==> src/rtl/mux_arb_pkg.sv <==
// Shared types and helpers for the 8-requester round-robin mux arbiter.
// Pick function scans from a start pointer; fixed priority reuses it with pointer 0.
package mux_arb_pkg;

    localparam int unsigned N_REQ  = 8;
    localparam int unsigned SEL_W  = 3;
    localparam int unsigned DATA_W = 4;

    typedef logic [SEL_W-1:0]  sel_t;
    typedef logic [DATA_W-1:0] data_t;

    typedef enum logic {
        IDLE = 1'b0,
        BUSY = 1'b1
    } arb_state_t;

    // First set bit of req scanning ptr, ptr+1, ... ptr+7 (mod 8).
    function automatic sel_t rr_pick(input logic [N_REQ-1:0] req, input sel_t ptr);
        sel_t pick;
        sel_t idx;
        pick = ptr;
        for (int i = int'(N_REQ) - 1; i >= 0; i--) begin
            idx = ptr + SEL_W'(i);
            if (req[idx]) begin
                pick = idx;
            end
        end
        return pick;
    endfunction

    function automatic logic [N_REQ-1:0] sel_onehot(input sel_t s);
        return N_REQ'(1) << s;
    endfunction

endpackage

==> src/rtl/mux8_4bits.sv <==
// Combinational 8-to-1 word mux shared by the arbiter's requesters.
module mux8_4bits #(
    parameter int unsigned DW = 4
) (
    input  logic [DW-1:0] D0,
    input  logic [DW-1:0] D1,
    input  logic [DW-1:0] D2,
    input  logic [DW-1:0] D3,
    input  logic [DW-1:0] D4,
    input  logic [DW-1:0] D5,
    input  logic [DW-1:0] D6,
    input  logic [DW-1:0] D7,
    input  logic [2:0]    sel,
    output logic [DW-1:0] Y
);

    always_comb begin
        Y = D0;
        case (sel)
            3'd0: Y = D0;
            3'd1: Y = D1;
            3'd2: Y = D2;
            3'd3: Y = D3;
            3'd4: Y = D4;
            3'd5: Y = D5;
            3'd6: Y = D6;
            3'd7: Y = D7;
            default: Y = D0;
        endcase
    end

endmodule

==> src/rtl/mux8_rr_arbiter.sv <==
// Round-robin arbiter owning a shared 8:1 mux; forwards the winner's word over valid/ready.
// Define MUX_ARB_FIXED_PRIO_EN for fixed lowest-index-wins priority instead of round-robin.
import mux_arb_pkg::*;

module mux8_rr_arbiter #(
    parameter int unsigned DW = 4
) (
    input  logic          clk,
    input  logic          rst_n,
    input  logic [7:0]    req,
    input  logic [DW-1:0] D0,
    input  logic [DW-1:0] D1,
    input  logic [DW-1:0] D2,
    input  logic [DW-1:0] D3,
    input  logic [DW-1:0] D4,
    input  logic [DW-1:0] D5,
    input  logic [DW-1:0] D6,
    input  logic [DW-1:0] D7,
    input  logic          out_ready,
    output logic          out_valid,
    output logic [DW-1:0] out_data,
    output logic [2:0]    sel,
    output logic [7:0]    grant,
    output logic [7:0]    ack
);

    arb_state_t       state_q;
    sel_t             sel_q;
    logic [DW-1:0]    out_data_q;
    logic             out_valid_q;
    logic [N_REQ-1:0] grant_q;

    sel_t             winner;
    sel_t             mux_sel;
    logic [DW-1:0]    mux_y;
    logic             xfer;

`ifdef MUX_ARB_FIXED_PRIO_EN
    assign winner = rr_pick(req, '0);
`else
    sel_t ptr_q;
    assign winner = rr_pick(req, ptr_q);
`endif

    // Mux follows the live winner while arbitrating, then the frozen grant.
    assign mux_sel = (state_q == IDLE) ? winner : sel_q;
    assign xfer    = out_valid_q & out_ready;

    mux8_4bits #(.DW(DW)) u_mux (
        .D0  (D0),
        .D1  (D1),
        .D2  (D2),
        .D3  (D3),
        .D4  (D4),
        .D5  (D5),
        .D6  (D6),
        .D7  (D7),
        .sel (mux_sel),
        .Y   (mux_y)
    );

    always_ff @(posedge clk or negedge rst_n) begin
        if (!rst_n) begin
            state_q     <= IDLE;
            sel_q       <= '0;
            out_data_q  <= '0;
            out_valid_q <= 1'b0;
            grant_q     <= '0;
`ifndef MUX_ARB_FIXED_PRIO_EN
            ptr_q       <= '0;
`endif
        end else begin
            case (state_q)
                IDLE: begin
                    if (|req) begin
                        sel_q       <= winner;
                        out_data_q  <= mux_y;
                        out_valid_q <= 1'b1;
                        grant_q     <= sel_onehot(winner);
                        state_q     <= BUSY;
                    end else begin
                        out_valid_q <= 1'b0;
                        grant_q     <= '0;
                    end
                end
                BUSY: begin
                    // Pointer only advances when the word is actually consumed.
                    if (xfer) begin
`ifndef MUX_ARB_FIXED_PRIO_EN
                        ptr_q       <= sel_q + SEL_W'(1);
`endif
                        out_valid_q <= 1'b0;
                        grant_q     <= '0;
                        state_q     <= IDLE;
                    end
                end
                default: state_q <= IDLE;
            endcase
        end
    end

    always_comb begin
        ack = '0;
        if (xfer) begin
            ack = sel_onehot(sel_q);
        end
    end

    assign out_valid = out_valid_q;
    assign out_data  = out_data_q;
    assign sel       = sel_q;
    assign grant     = grant_q;

endmodule

==> config.mk <==
export PLATFORM = sky130hd
export DESIGN_NAME = mux8_rr_arbiter
export DESIGN_NICKNAME = d
export VERILOG_FILES = /design/src/rtl/mux_arb_pkg.sv /design/src/rtl/mux8_4bits.sv /design/src/rtl/mux8_rr_arbiter.sv
export SDC_FILE = /design/constraint.sdc
export NUM_CORES = 1
export LEC_CHECK = 0
export ABC_AREA = 0
export CORE_MARGIN = 2
export CORE_UTILIZATION = 45
export CTS_CLUSTER_SIZE = 20
export DETAILED_ROUTE_END_ITERATION = 8
export HOLD_SLACK_MARGIN = 0.05
export PLACE_DENSITY = 0.82
export SLEW_MARGIN = 20
export SYNTH_ARGS = -nofsm -noshare
export SYNTH_HDL_FRONTEND = slang
export SYNTH_SLANG_ARGS = --single-unit
==> constraint.sdc <==
create_clock -name clk -period 7.84 [get_ports clk]
set_clock_uncertainty 0.15 [all_clocks]
set_input_delay 1.176 -clock clk [delete_from_list [all_inputs] [get_ports clk]]
set_output_delay 1.176 -clock clk [all_outputs]
set_load 0.02 [all_outputs]
==> qor.txt <==
Highest-count cells in the layout ignoring fill and taps: clkdlybuf4s50_1, nand2_1, dfrtp_1, nor2_1, mux4_2
CTS tree: built
Number of core rows: 26
Pwr per Cell Area: 87.8 mW/mm^2
Signal arrival time at the worst endpoint: 5.02 ns
Cells resized by post-CTS repair: 0
Layout net count: 362
Cell type of the slowest stage on the worst timing path: dfrtp_1
Post-route ant nets: 0
Flop pwr share: 0.377
Worst hold path type: flop to flop
Post-route cell area: 0.00311 mm^2
Buffers inserted by post-CTS timing repair: 0
Most common cell after layout, fill and taps aside: clkdlybuf4s50_1
Data required time of the critical path: 7.85 ns
Synth Register Bits: 20
# DRC: 0
Clock network power share: 0.401
RSZ-0062 raised after global routing: no
Cells along the critical path: clkinv_1 > ha_1 > mux4_2 > mux2i_1 > o31a_1 > o311ai_1 > nor3b_2 > mux2i_1 > mux2_2 > a221oi_2 > a21oi_1
CTS H-tree lvls: 1
Antenna violations before repair: 0
Most common flop cell mapped by yosys: dfrtp_1
Layout cell share with drive strength beyond 1: 0.155
Post-detailed-placement cell area: 0.00304 mm^2
Biggest cell delay along the critical path: 0.92 ns
Kind of start point of the critical path: flop
Floorplan die width: 76.6 um
# IOs: 67
Global-route wire length before repair: 11600 um
Minimum period implied by the final worst setup slack: 5.01 ns
Internal power summed over all cells: 0.000205 W
Post-route setup TNS: 0 ns
Switching power total: 0.0000685 W
Number of clock buffers inserted by TritonCTS: 3
Synthesized Nets: 305
Weighted congestion at the end of routability-driven global placement: 0.961
Switching share of power: 0.251
P_leak: 1.13 nW
Count of final max-slew check failures: 0
Register area share after synthesis: 0.211
Number of flops mapped to enable cells by yosys: 0
Clock latency reported for the late side of the worst-skew pair: 0.28 ns
Netlist Area Pre-Place: 0.00237 mm^2
Cell at the root of the clock tree: clkbuf_8
Cell mode on critical path: mux2i_1
Area of the placeable core: 0.00511 mm^2
Total vias in the final route: 2408
Final setup viols: 0
Maximum clock insertion buffer count: 2
Post-detailed-route wirelength per cell: 18.1 um
Reg clk slew, reported paths: 0.09 ns
Avg Vias per Cell: 6.34
Average cell area after synthesis: 9.33 um^2
Number of optimization iterations in the first detailed-route pass: 5
Final HPWL from detailed placement: 5300 um
Relative slew slack: 0.366
Number of library cell types mapped by synthesis: 66
GRT Overall Usage: 0.241
Worst IR Drop VDD: 0.0775 mV
Floorplan die area: 0.00586 mm^2
Share of power burned in combinational logic: 0.222
Gate count of the mapped netlist: 254
Vertical die dimension: 76.6 um
Worst Setup Path Type: flop to flop
Number of global-route vias before repair: 2241
Post-route clock period utilization: 0.639
Number of violations of the max-capacitance limit: 0
GRT overflow: 0
Clock sink count: 20
Antenna Cells: 0
Capturing element type of the critical path: flop
Starting utilization of the core area: 0.464
CP max FO: 22
Transition at the pin with the smallest max-transition slack: 0.951 ns
Syn-to-layout area delta: 31.4%
Yosys warnings: 0
Overall routed net length: 6880 um
Result of the run: completed
Max frequency: 200 MHz
Asr flop ratio synth: 1.00
Number of I/O port buffers: 66
Number of violations reported at the end of detailed-routing iteration 0: 293
Maximum number of pins on one net before global-route repair: 23
Quantity of hold-fixing buffers added after cts: 0
Hold Violations, Final: 0
-- per-layer routing --
layer	vias up	GRT usage	share of wire
met4	0	0.0491	0.022
met1	1114	0.352	0.43
met3	28	0.0391	0.082
met2	156	0.378	0.47
li1	1110	-	-
met5	-	0	0
-- cells by family after synthesis --
group,count (synthesis),synth area share
and+or+nand+nor,81,0.169
AOI/OAI and AO/OA,79,0.257
muxes,40,0.257
buffers and inverters,22,0.0449
DFF,20,0.211
adders and majority gates,8,0.0422
xor gates and xnor gates,4,0.0180
-- synthesized netlist by cell type, types with 2 or more instances --
cell type / count / area, um^2
buf_2: 4 / 20.0
a31o_2: 2 / 17.5
a221oi_2: 2 / 30.0
a21oi_1: 10 / 50.1
a22o_1: 7 / 61.3
dfrtp_1: 20 / 500
nand3_1: 5 / 25.0
nor2_1: 17 / 63.8
o31a_1: 3 / 26.3
and2_1: 4 / 25.0
mux2_1: 2 / 22.5
mux4_2: 15 / 338
a31oi_1: 5 / 31.3
inv_1: 6 / 22.5
a211o_1: 3 / 26.3
a22oi_1: 6 / 45.0
nor2b_1: 4 / 25.0
a211oi_1: 2 / 15.0
or2_2: 3 / 18.8
a32o_1: 2 / 20.0
o21ai_1: 3 / 15.0
mux2i_1: 10 / 100
buf_6: 2 / 22.5
nand2_1: 27 / 101
mux2_2: 12 / 135
o22ai_1: 7 / 43.8
ha_1: 8 / 100
clkbuf_1: 6 / 22.5
xnor2_1: 3 / 26.3
nor4_1: 6 / 37.5
and3_1: 6 / 37.5
o21ai_0: 8 / 40.0
-- flip-flops by register name, indices dropped and copies added, names as in the netlist --
| register | flops |
|---|---|
| out_data | 4 |
| grant | 8 |
| out_valid | 1 |
| state_q | 1 |
| sel | 3 |
| ptr_q | 3 |
-- path summary, 6_finish.rpt --
path,from,endpoint,slack (ns),cells after the start
max in group asynchronous,rst_n,ptr_q[2],5.72,1
setup / recovery,ptr_q[1],out_data[2],2.83,11
hold / removal,grant[0],grant[0],0.34,2
min in group asynchronous,rst_n,out_data[3],1.26,1
hold reg to reg,grant[0],grant[0],0.34,2
setup reg to reg,ptr_q[1],out_data[2],2.83,11
-- layout make-up --
cell class | instances | area (um^2)
clock buffers | 3 | 41.3
clock inverters | 1 | 30.0
fillers | 440 | 1990
inverters | 8 | 30.0
multi-input cells | 212 | 1760
flip-flops and latches | 20 | 500
well taps | 70 | 87.6
repair buffers | 66 | 661
-- stage by stage --
stage | worst slack (ns) | instances | utilization | total power, W | hold slack (ns)
CTS | 2.91 | 380 | 0.610 | 0.000270 | 0.341
global route | 2.40 | 380 | 0.610 | 0.000282 | 0.384
finish | 2.83 | 380 | 0.610 | 0.000273 | 0.339
global placement | 3.16 | 376 | 0.596 | 0.000164 | 0.327
detailed placement | 2.91 | 376 | 0.596 | 0.000165 | 0.323
floorplan | 4.01 | 254 | - | 0.000133 | 0.441
-- power groups by stage --
stage          registers (W)  clock network [W]  logic (W)
2_1_floorplan       0.000105                  0  0.0000275
3_3_place_gp        0.000105                  0  0.0000591
3_5_place_dp        0.000105                  0  0.0000594
4_1_cts             0.000103           0.000107  0.0000598
5_1_grt             0.000103           0.000114  0.0000655
6_report            0.000103           0.000109  0.0000607
-- critical path: cells and delay by family, from the launching register on --
kind	cells	cell delay, ns
compound gates	4	0.61
fa+ha+maj	1	0.71
flops	1	0.92
mux	4	1.45
buf+inv	1	0.44
simple gates	1	0.60
Power figures use the tool's default switching activity.
